### src/rtl/fifo_uart_tx_if.sv
// FIFO read-port bundle: the UART transmitter is the master (pops),
// the asynchronous FIFO read side is the slave (supplies data/empty).
interface fifo_uart_tx_if #(
  parameter int DATA_WIDTH = 8
);
  logic                  rden;
  logic [DATA_WIDTH-1:0] rddata;
  logic                  empty;

  modport master (
    output rden,
    input  rddata,
    input  empty
  );

  modport slave (
    input  rden,
    output rddata,
    output empty
  );
endinterface

### src/rtl/fifo_uart_tx.sv
// FIFO-draining UART transmitter, 8N1 frames in the FIFO read clock domain.
// Define FIFO_UART_TX_PARITY_EN to add an even-parity bit (8E1).
module fifo_uart_tx #(
  parameter int DATA_WIDTH   = 8,
  parameter int CLKS_PER_BIT = 16
) (
  input  logic           rdclk,
  input  logic           rdrst,
  input  logic           tx_en,
  fifo_uart_tx_if.master rd,
  output logic           tx,
  output logic           busy
);

  localparam int TW = $clog2(CLKS_PER_BIT);
  localparam int IW = (DATA_WIDTH > 1) ? $clog2(DATA_WIDTH) : 1;
  localparam logic [TW-1:0] TMAX = TW'(CLKS_PER_BIT - 1);
  localparam logic [IW-1:0] IMAX = IW'(DATA_WIDTH - 1);

  typedef enum logic [2:0] {
    IDLE   = 3'd0,
    FETCH  = 3'd1,
    LOAD   = 3'd2,
    START  = 3'd3,
    DATA   = 3'd4,
`ifdef FIFO_UART_TX_PARITY_EN
    PARITY = 3'd5,
`endif
    STOP   = 3'd6
  } state_e;

  state_e                state_q, state_d;
  logic [TW-1:0]         tmr_q, tmr_d;
  logic [IW-1:0]         idx_q, idx_d;
  logic [DATA_WIDTH-1:0] sh_q, sh_d;
  logic                  rden_q, rden_d;
  logic                  tx_q, tx_d;
  logic                  busy_q, busy_d;
  logic                  bit_end;
`ifdef FIFO_UART_TX_PARITY_EN
  logic                  par_q, par_d;
`endif

  assign bit_end = (tmr_q == TMAX);

  always_ff @(posedge rdclk) begin
    if (rdrst) begin
      state_q <= IDLE;
      tmr_q   <= '0;
      idx_q   <= '0;
      sh_q    <= '0;
      rden_q  <= 1'b0;
      tx_q    <= 1'b1;
      busy_q  <= 1'b0;
`ifdef FIFO_UART_TX_PARITY_EN
      par_q   <= 1'b0;
`endif
    end else begin
      state_q <= state_d;
      tmr_q   <= tmr_d;
      idx_q   <= idx_d;
      sh_q    <= sh_d;
      rden_q  <= rden_d;
      tx_q    <= tx_d;
      busy_q  <= busy_d;
`ifdef FIFO_UART_TX_PARITY_EN
      par_q   <= par_d;
`endif
    end
  end

  always_comb begin
    state_d = state_q;
    tmr_d   = tmr_q;
    idx_d   = idx_q;
    sh_d    = sh_q;
`ifdef FIFO_UART_TX_PARITY_EN
    par_d   = par_q;
`endif
    unique case (state_q)
      IDLE: begin
        if (tx_en && !rd.empty) state_d = FETCH;
      end
      FETCH: begin
        state_d = LOAD;
      end
      LOAD: begin
        // FIFO presented the popped word on the FETCH edge
        sh_d    = rd.rddata;
        tmr_d   = '0;
        state_d = START;
`ifdef FIFO_UART_TX_PARITY_EN
        par_d   = ^rd.rddata;
`endif
      end
      START: begin
        tmr_d = tmr_q + TW'(1);
        if (bit_end) begin
          tmr_d   = '0;
          idx_d   = '0;
          state_d = DATA;
        end
      end
      DATA: begin
        tmr_d = tmr_q + TW'(1);
        if (bit_end) begin
          tmr_d = '0;
          sh_d  = sh_q >> 1;
          if (idx_q == IMAX) begin
`ifdef FIFO_UART_TX_PARITY_EN
            state_d = PARITY;
`else
            state_d = STOP;
`endif
          end else begin
            idx_d = idx_q + IW'(1);
          end
        end
      end
`ifdef FIFO_UART_TX_PARITY_EN
      PARITY: begin
        tmr_d = tmr_q + TW'(1);
        if (bit_end) begin
          tmr_d   = '0;
          state_d = STOP;
        end
      end
`endif
      STOP: begin
        tmr_d = tmr_q + TW'(1);
        if (bit_end) begin
          tmr_d   = '0;
          state_d = IDLE;
        end
      end
      default: begin
        state_d = IDLE;
      end
    endcase
  end

  // Outputs are registered from the next state so they align with it
  always_comb begin
    rden_d = (state_d == FETCH);
    busy_d = (state_d != IDLE);
    tx_d   = 1'b1;
    unique case (state_d)
      START:   tx_d = 1'b0;
      DATA:    tx_d = sh_d[0];
`ifdef FIFO_UART_TX_PARITY_EN
      PARITY:  tx_d = par_d;
`endif
      default: tx_d = 1'b1;
    endcase
  end

  assign rd.rden = rden_q;
  assign tx      = tx_q;
  assign busy    = busy_q;

endmodule

### src/flat_wrapper.sv
// flat-port wrapper written by rule: the top's interface ports become plain ports
module fifo_uart_tx_flat 
#(
  parameter int DATA_WIDTH   = 8,
  parameter int CLKS_PER_BIT = 16
)
  (rdclk, rdrst, tx_en, tx, busy, rd_rden, rd_rddata, rd_empty);
  fifo_uart_tx_if #(.DATA_WIDTH(DATA_WIDTH)) rd_i ();
  input  logic rdclk;
  input  logic rdrst;
  input  logic tx_en;
  output logic tx;
  output logic busy;
  output wire logic [$bits(rd_i.rden)-1:0] rd_rden;
  input wire logic [$bits(rd_i.rddata)-1:0] rd_rddata;
  input wire logic [$bits(rd_i.empty)-1:0] rd_empty;
  assign rd_rden = rd_i.rden;
  assign rd_i.rddata = rd_rddata;
  assign rd_i.empty = rd_empty;
  fifo_uart_tx #(.DATA_WIDTH(DATA_WIDTH), .CLKS_PER_BIT(CLKS_PER_BIT)) u_core (.rdclk(rdclk), .rdrst(rdrst), .tx_en(tx_en), .rd(rd_i), .tx(tx), .busy(busy));
endmodule
### config.mk
export PLATFORM = sky130hd
export DESIGN_NAME = fifo_uart_tx_flat
export DESIGN_NICKNAME = d
export VERILOG_FILES = /design/src/rtl/fifo_uart_tx_if.sv /design/src/rtl/fifo_uart_tx.sv /design/src/flat_wrapper.sv
export SDC_FILE = /design/constraint.sdc
export NUM_CORES = 1
export LEC_CHECK = 0
export ABC_AREA = 1
export CORE_MARGIN = 2
export CORE_UTILIZATION = 56
export DETAILED_ROUTE_END_ITERATION = 16
export PLACE_DENSITY = 0.8
export RECOVER_POWER = 50
export SYNTH_ARGS = -nofsm -noshare
export SYNTH_HDL_FRONTEND = slang
export SYNTH_SLANG_ARGS = --single-unit
### constraint.sdc
create_clock -name rdclk -period 3.1 [get_ports rdclk]
set_input_delay 0.31 -clock rdclk [delete_from_list [all_inputs] [get_ports rdclk]]
set_output_delay 0.31 -clock rdclk [all_outputs]
set_load 0.02 [all_outputs]
==> impl_metrics.toml, run 1 <==
[status]
outcome = "finished clean"

[logic_synthesis]
async_flop_share_pct = 0
yosysSeqAreaShare_pct = 40.9
mappedNetlistArea_um2 = 1030
synth_cell_types = 23
synth-seq-cells = 21
synth_ff_type = "dfxtp_1"
synthCells = 136
yosys_warnings = 0
avgSynthCellArea_um2 = 7.55
synth_edf_count = 0
syn-num-nets = 151

[timing]
rsz0062_at_grt = "no"
hold_viol = 0
finalSetupViolCount = 0
relSlewSlack_pct = 55.8
fin_crit_sh_pct = 59.4
fin_skew_ps = 11.5
setup-tns-final_ps = 0
final.min_clock_period_ps = 1840
fmax_mhz = 543
worst_slew_pin_slew_ps = 661
slew_viol_final = 0

[final_layout]
drive_gt1_share_pct = 12.5
fin_nets = 168
n_fill_cell = 159
design_area_um2 = 1200
instances_no_fill = 177
area_growth_syn_to_layout_pct = 16.6
diodes = 0

[critical_path]
worstPathMaxFanout = 5
crit_path_start_kind = "flop"
worstSetupPathType = "reg2reg"
worstPathRequired_ps = 3310
crit_arrival_ps = 2060
critPathCaptureType = "flop"

[die]
start_util_pct = 59.5
rows = 15
die_area_um2 = 2190
die_y_um = 46.8
die_x_um = 46.8
core_um2 = 1730
io_pins = 15

[route]
vias = 933
drtPass1Iterations = 4
drc = 0
antenna_left = 0
first_iter_violations = 20
wl_per_cell_um = 11.7
routed_wl_um = 2070
viasPerCell = 5.27

[clock_tree]
h-tree-depth = 1
clockBufferDepth = 2
ctsRootBufferMaster = "clkbuf_4"
postCtsHoldBufs = 0
worstSkewPairLatency_ps = 310
cts_post_setup_buffers_inserted = 0
clock-sinks = 21
cts_buffers = 3
path_clk_slew_ps = 110
post_cts_resized = 0
cts_tree = "built"

[placed_design]
place_inst = 173
place.gp.congestion = 0.778
dpl_cell_area_um2 = 1190
numPortBuffers = 14
dp_hpwl_um = 1590

[global_routing]
grt_max_degree = 18
grt.overflow.total = 0
grt_usage_pct = 21.4
grt_pass1_vias = 805
grt_pass1_wl_um = 3250
antenna_found_initial = 0

[hold_path]
hp-class = "reg2reg"

[pwr]
power_density_nw_per_um2 = 410
leakagePower_nw = 0.486
ir_drop_v = 0.000313

[job]
cap_violations = 0
-- state kept, by name, summed over array words and instances, names as in the netlist --
signal,count
u_core.rd.rden,1
u_core.tx,1
u_core.sh_q,8
u_core.busy,1
u_core.tmr_q,4
u_core.idx_q,3
u_core.state_q,3
-- stage by stage --
step                worst slack [ps]  utilization (%)  total power [W]  hold WS [ps]
CTS                             1450             70.5         0.000500           473
finish                          1260             69.3         0.000490           471
detailed placement              1250             69.0         0.000366           455
floorplan                       1730                -         0.000338           439
global route                    1100             69.3         0.000510           489
global placement                1330             69.0         0.000364           450
-- logic make-up after synthesis --
| logic type | count (synthesis) | share of synthesized area [%] |
|---|---|---|
| AOI/OAI and AO/OA | 27 | 16.1 |
| and+or+nand+nor | 66 | 31.9 |
| buffers and inverters | 19 | 7.43 |
| adders and majority gates | 3 | 3.65 |
| DFF | 21 | 40.9 |
-- worst max-delay path, cell delays in order, from the launching register on --
cell,delay (ps)
dfxtp_1,390
ha_1,240
nand3_1,210
o21ai_0,410
nand3_1,210
nor2_1,140
nand2_1,70
nand2_1,50
inv_1,30
-- Yosys cell counts (3+ instances only) --
| cell | instances | share of area [%] |
|---|---|---|
| nand2_2 | 3 | 1.8 |
| nor2_4 | 3 | 3.3 |
| nand3_1 | 10 | 4.9 |
| ha_1 | 3 | 3.7 |
| inv_2 | 5 | 1.8 |
| nor2_1 | 7 | 2.6 |
| a21oi_1 | 16 | 7.8 |
| a22oi_1 | 6 | 4.4 |
| inv_1 | 11 | 4.0 |
| nand2_1 | 33 | 12 |
| dfxtp_1 | 21 | 41 |
-- worst paths after layout --
check / from / end / slack (ps) / cells past startpoint
worst max-delay path: u_core.tmr_q[0] / u_core.tx / 1260 / 8
worst min-delay path: u_core.sh_q[7] / u_core.sh_q[7] / 470 / 2
worst max register to register: u_core.tmr_q[0] / u_core.tx / 1260 / 8
worst min register to register: u_core.sh_q[7] / u_core.sh_q[7] / 470 / 2
-- cell type report --
type                       count  area, um2  share of cell area, %
clock buffer                   4       26.3                   2.19
multi-input combinational     96        514                   42.9
inverter                      17       65.1                   5.43
sequential                    21        420                   35.1
tap                           25       31.3                   2.61
timing repair buffer          14        140                   11.7
-- per-layer routing --
layer | GRT usage, % | vias to the layer above | part of all wire, %
met3 | 4.62 | 4 | 4.5
met1 | 25.0 | 413 | 45
li1 | - | 490 | -
met5 | 0 | - | 0
met2 | 36.2 | 26 | 49
met4 | 11.7 | 0 | 1.6
-- cell usage in the layout (no fill, tap or decap), types with 2 or more instances in the layout --
| cell type | count |
|---|---|
| inv_2 | 4 |
| nand4_1 | 2 |
| nand3_1 | 11 |
| nor3_2 | 2 |
| nand2_2 | 3 |
| nor2_1 | 8 |
| ha_1 | 3 |
| nor3_1 | 2 |
| nor2_4 | 2 |
| a22oi_1 | 6 |
| dfxtp_1 | 21 |
| dlygate4sd3_1 | 3 |
| nand2_1 | 33 |
| clkbuf_4 | 3 |
| clkdlybuf4s50_1 | 11 |
| a21oi_1 | 16 |
| inv_1 | 12 |
| nor2_2 | 2 |
-- where the power goes --
group | switching, W | total [W] | internal [W]
Combinational | 0.0000384 | 0.0000690 | 0.0000306
Clock | 0.0000835 | 0.000134 | 0.0000502
Sequential | 0.00000696 | 0.000288 | 0.000281
No activity file was read; power rests on OpenSTA's default activity.
==> run 2: changes to the inputs <==
Settings changed: CORE_ASPECT_RATIO set to 0.7, CORE_UTILIZATION 56 to 47, PLACE_DENSITY 0.8 to 0.71.
Clock period 3.1 ns to 1.5 ns, I/O delays scaled along.
==> impl_metrics.toml, run 2 (synthesis results as in run 1) <==
[global_routing]
grt_pass1_wl_um = 3780
grt_max_degree = 15
antenna_found_initial = 0
grt.overflow.total = 0
grt_pass1_vias = 866
grt_usage_pct = 19.7

[timing]
fin_ws_ps = 66.9
final.min_clock_period_ps = 1430
worst_slew_pin_slew_ps = 296
finalSetupViolCount = 0
relSlewSlack_pct = 80.2
fin_skew_ps = 6.91
rsz0062_at_grt = "yes"
fin_crit_sh_pct = 95.5
hold_viol = 0
slew_viol_final = 0
fmax_mhz = 698
setup-tns-final_ps = 0

[route]
routed_wl_um = 2250
drc = 0
viasPerCell = 5.42
vias = 986
first_iter_violations = 38
wl_per_cell_um = 12.3
antenna_left = 0
drtPass1Iterations = 4

[clock_tree]
clock-sinks = 21
path_clk_slew_ps = 120
h-tree-depth = 1
ctsRootBufferMaster = "clkbuf_4"
clockBufferDepth = 2
cts_tree = "built"
postCtsHoldBufs = 0
cts_post_setup_buffers_inserted = 0
cts_buffers = 3
worstSkewPairLatency_ps = 310

[final_layout]
drive_gt1_share_pct = 21.5
fin_nets = 174
layout_common_cells = "32 x nand2_1, 19 x dfxtp_1, 16 x a21oi_1, 14 x clkdlybuf4s50_1, 12 x inv_1"
largest_reg_flops = 8
layout_commonest_cell = "nand2_1"
diodes = 0
ff_latch_area_um2 = 425
multiInputGateArea_um2 = 561
largest_register = "u_core.sh_q"
area_growth_syn_to_layout_pct = 26.6
instances_no_fill = 182
n_fill_cell = 196
top_regs = "u_core.sh_q: 8 flops, u_core.tmr_q: 4 flops"

[pwr]
intPower_w = 0.000755
seq_power_share_pct = 56.9
ir_drop_v = 0.000541
p_sw_w = 0.000282
pwr-share-comb_pct = 15.8
p_clk_share_pct = 27.3
leakagePower_nw = 0.539
power_density_nw_per_um2 = 798
p_sw_share_pct = 27.2

[placed_design]
dp_hpwl_um = 1660
place.gp.congestion = 0.844
numPortBuffers = 14
place_inst = 178
dp_slack_ps = 5.52

[die]
rows = 14
start_util_pct = 48.9
die_x_um = 59.9
core_um2 = 2100
io_pins = 15
die_area_um2 = 2580
die_y_um = 43.1

[job]
cap_violations = 0

[status]
outcome = "finished clean"

[critical_path]
worstSetupPathType = "reg2reg"
crit_arrival_ps = 1660
critPathCaptureType = "flop"
worstPathMaxFanout = 5
worstPathRequired_ps = 1730
crit_path_start_kind = "flop"

[hold_path]
hp-class = "in2reg"
run 2: worst paths after layout:
kind                        start             end  slack [ps]  cells after the start
setup / recovery  u_core.tmr_q[1]       u_core.tx          70                     10
hold / removal       rd_rddata[7]  u_core.sh_q[7]         390                      3
setup reg to reg  u_core.tmr_q[1]       u_core.tx          70                     10
hold reg to reg    u_core.sh_q[5]  u_core.sh_q[5]         470                      2
run 2: timing repair:
item,in CTS,in global routing
endpoints found under the setup margin,3,11
resized for setup,2,7
pin swaps,0,5
gates cloned,0,0
run 2: cell type report:
class / count / share of cell area, %
inverters: 17 / 5.29
multi-input cells: 96 / 43.1
clock inverters: 1 / 0.577
well taps: 24 / 2.31
repair buffers: 20 / 14.2
clock buffers: 3 / 1.73
flip-flops and latches: 21 / 32.7
run 2: per-stage QoR:
step / util [%] / instance area, um2 / power, W / hold WS (ps)
after floorplan: - / 1030 / 0.000698 / 298
after global placement: 58.8 / 1230 / 0.000763 / 451
after detailed placement: 58.8 / 1230 / 0.000767 / 454
after CTS: 60.7 / 1270 / 0.00105 / 376
after global routing: 61.8 / 1300 / 0.00109 / 398
final: 61.8 / 1300 / 0.00104 / 388
run 2: critical path, stage by stage (launching register included):
cell and delay (ps):
dfxtp_4 390, ha_4 170, nand2_4 70, nor2_4 170
nor2_1 60, nor2_1 90, nand3_1 120, nor2_1 130
nand2_1 60, nand2_1 50, inv_1 30
run 2: metal layers:
layer | track usage (%) | share of wire, % | up-vias
li1 | - | - | 497
met1 | 26.8 | 47 | 457
met2 | 29.1 | 45 | 26
met3 | 7.01 | 5.8 | 6
met4 | 5.33 | 2.0 | 0
met5 | 0 | 0 | -
run 2: power by group through the flow:
stage	Sequential, W	Combinational [W]	Clock [W]
after global routing	0.000593	0.000183	0.000310
after global placement	0.000604	0.000159	0
after CTS	0.000592	0.000164	0.000296
after floorplan	0.000613	0.0000846	0
final	0.000590	0.000164	0.000283
after detailed placement	0.000604	0.000163	0
==> run 3: changes to the inputs <==
Settings changed: HOLD_SLACK_MARGIN set to 0.06.
==> results of run 3 <==
Final layout, timing and power as in run 2 (identical DEF).
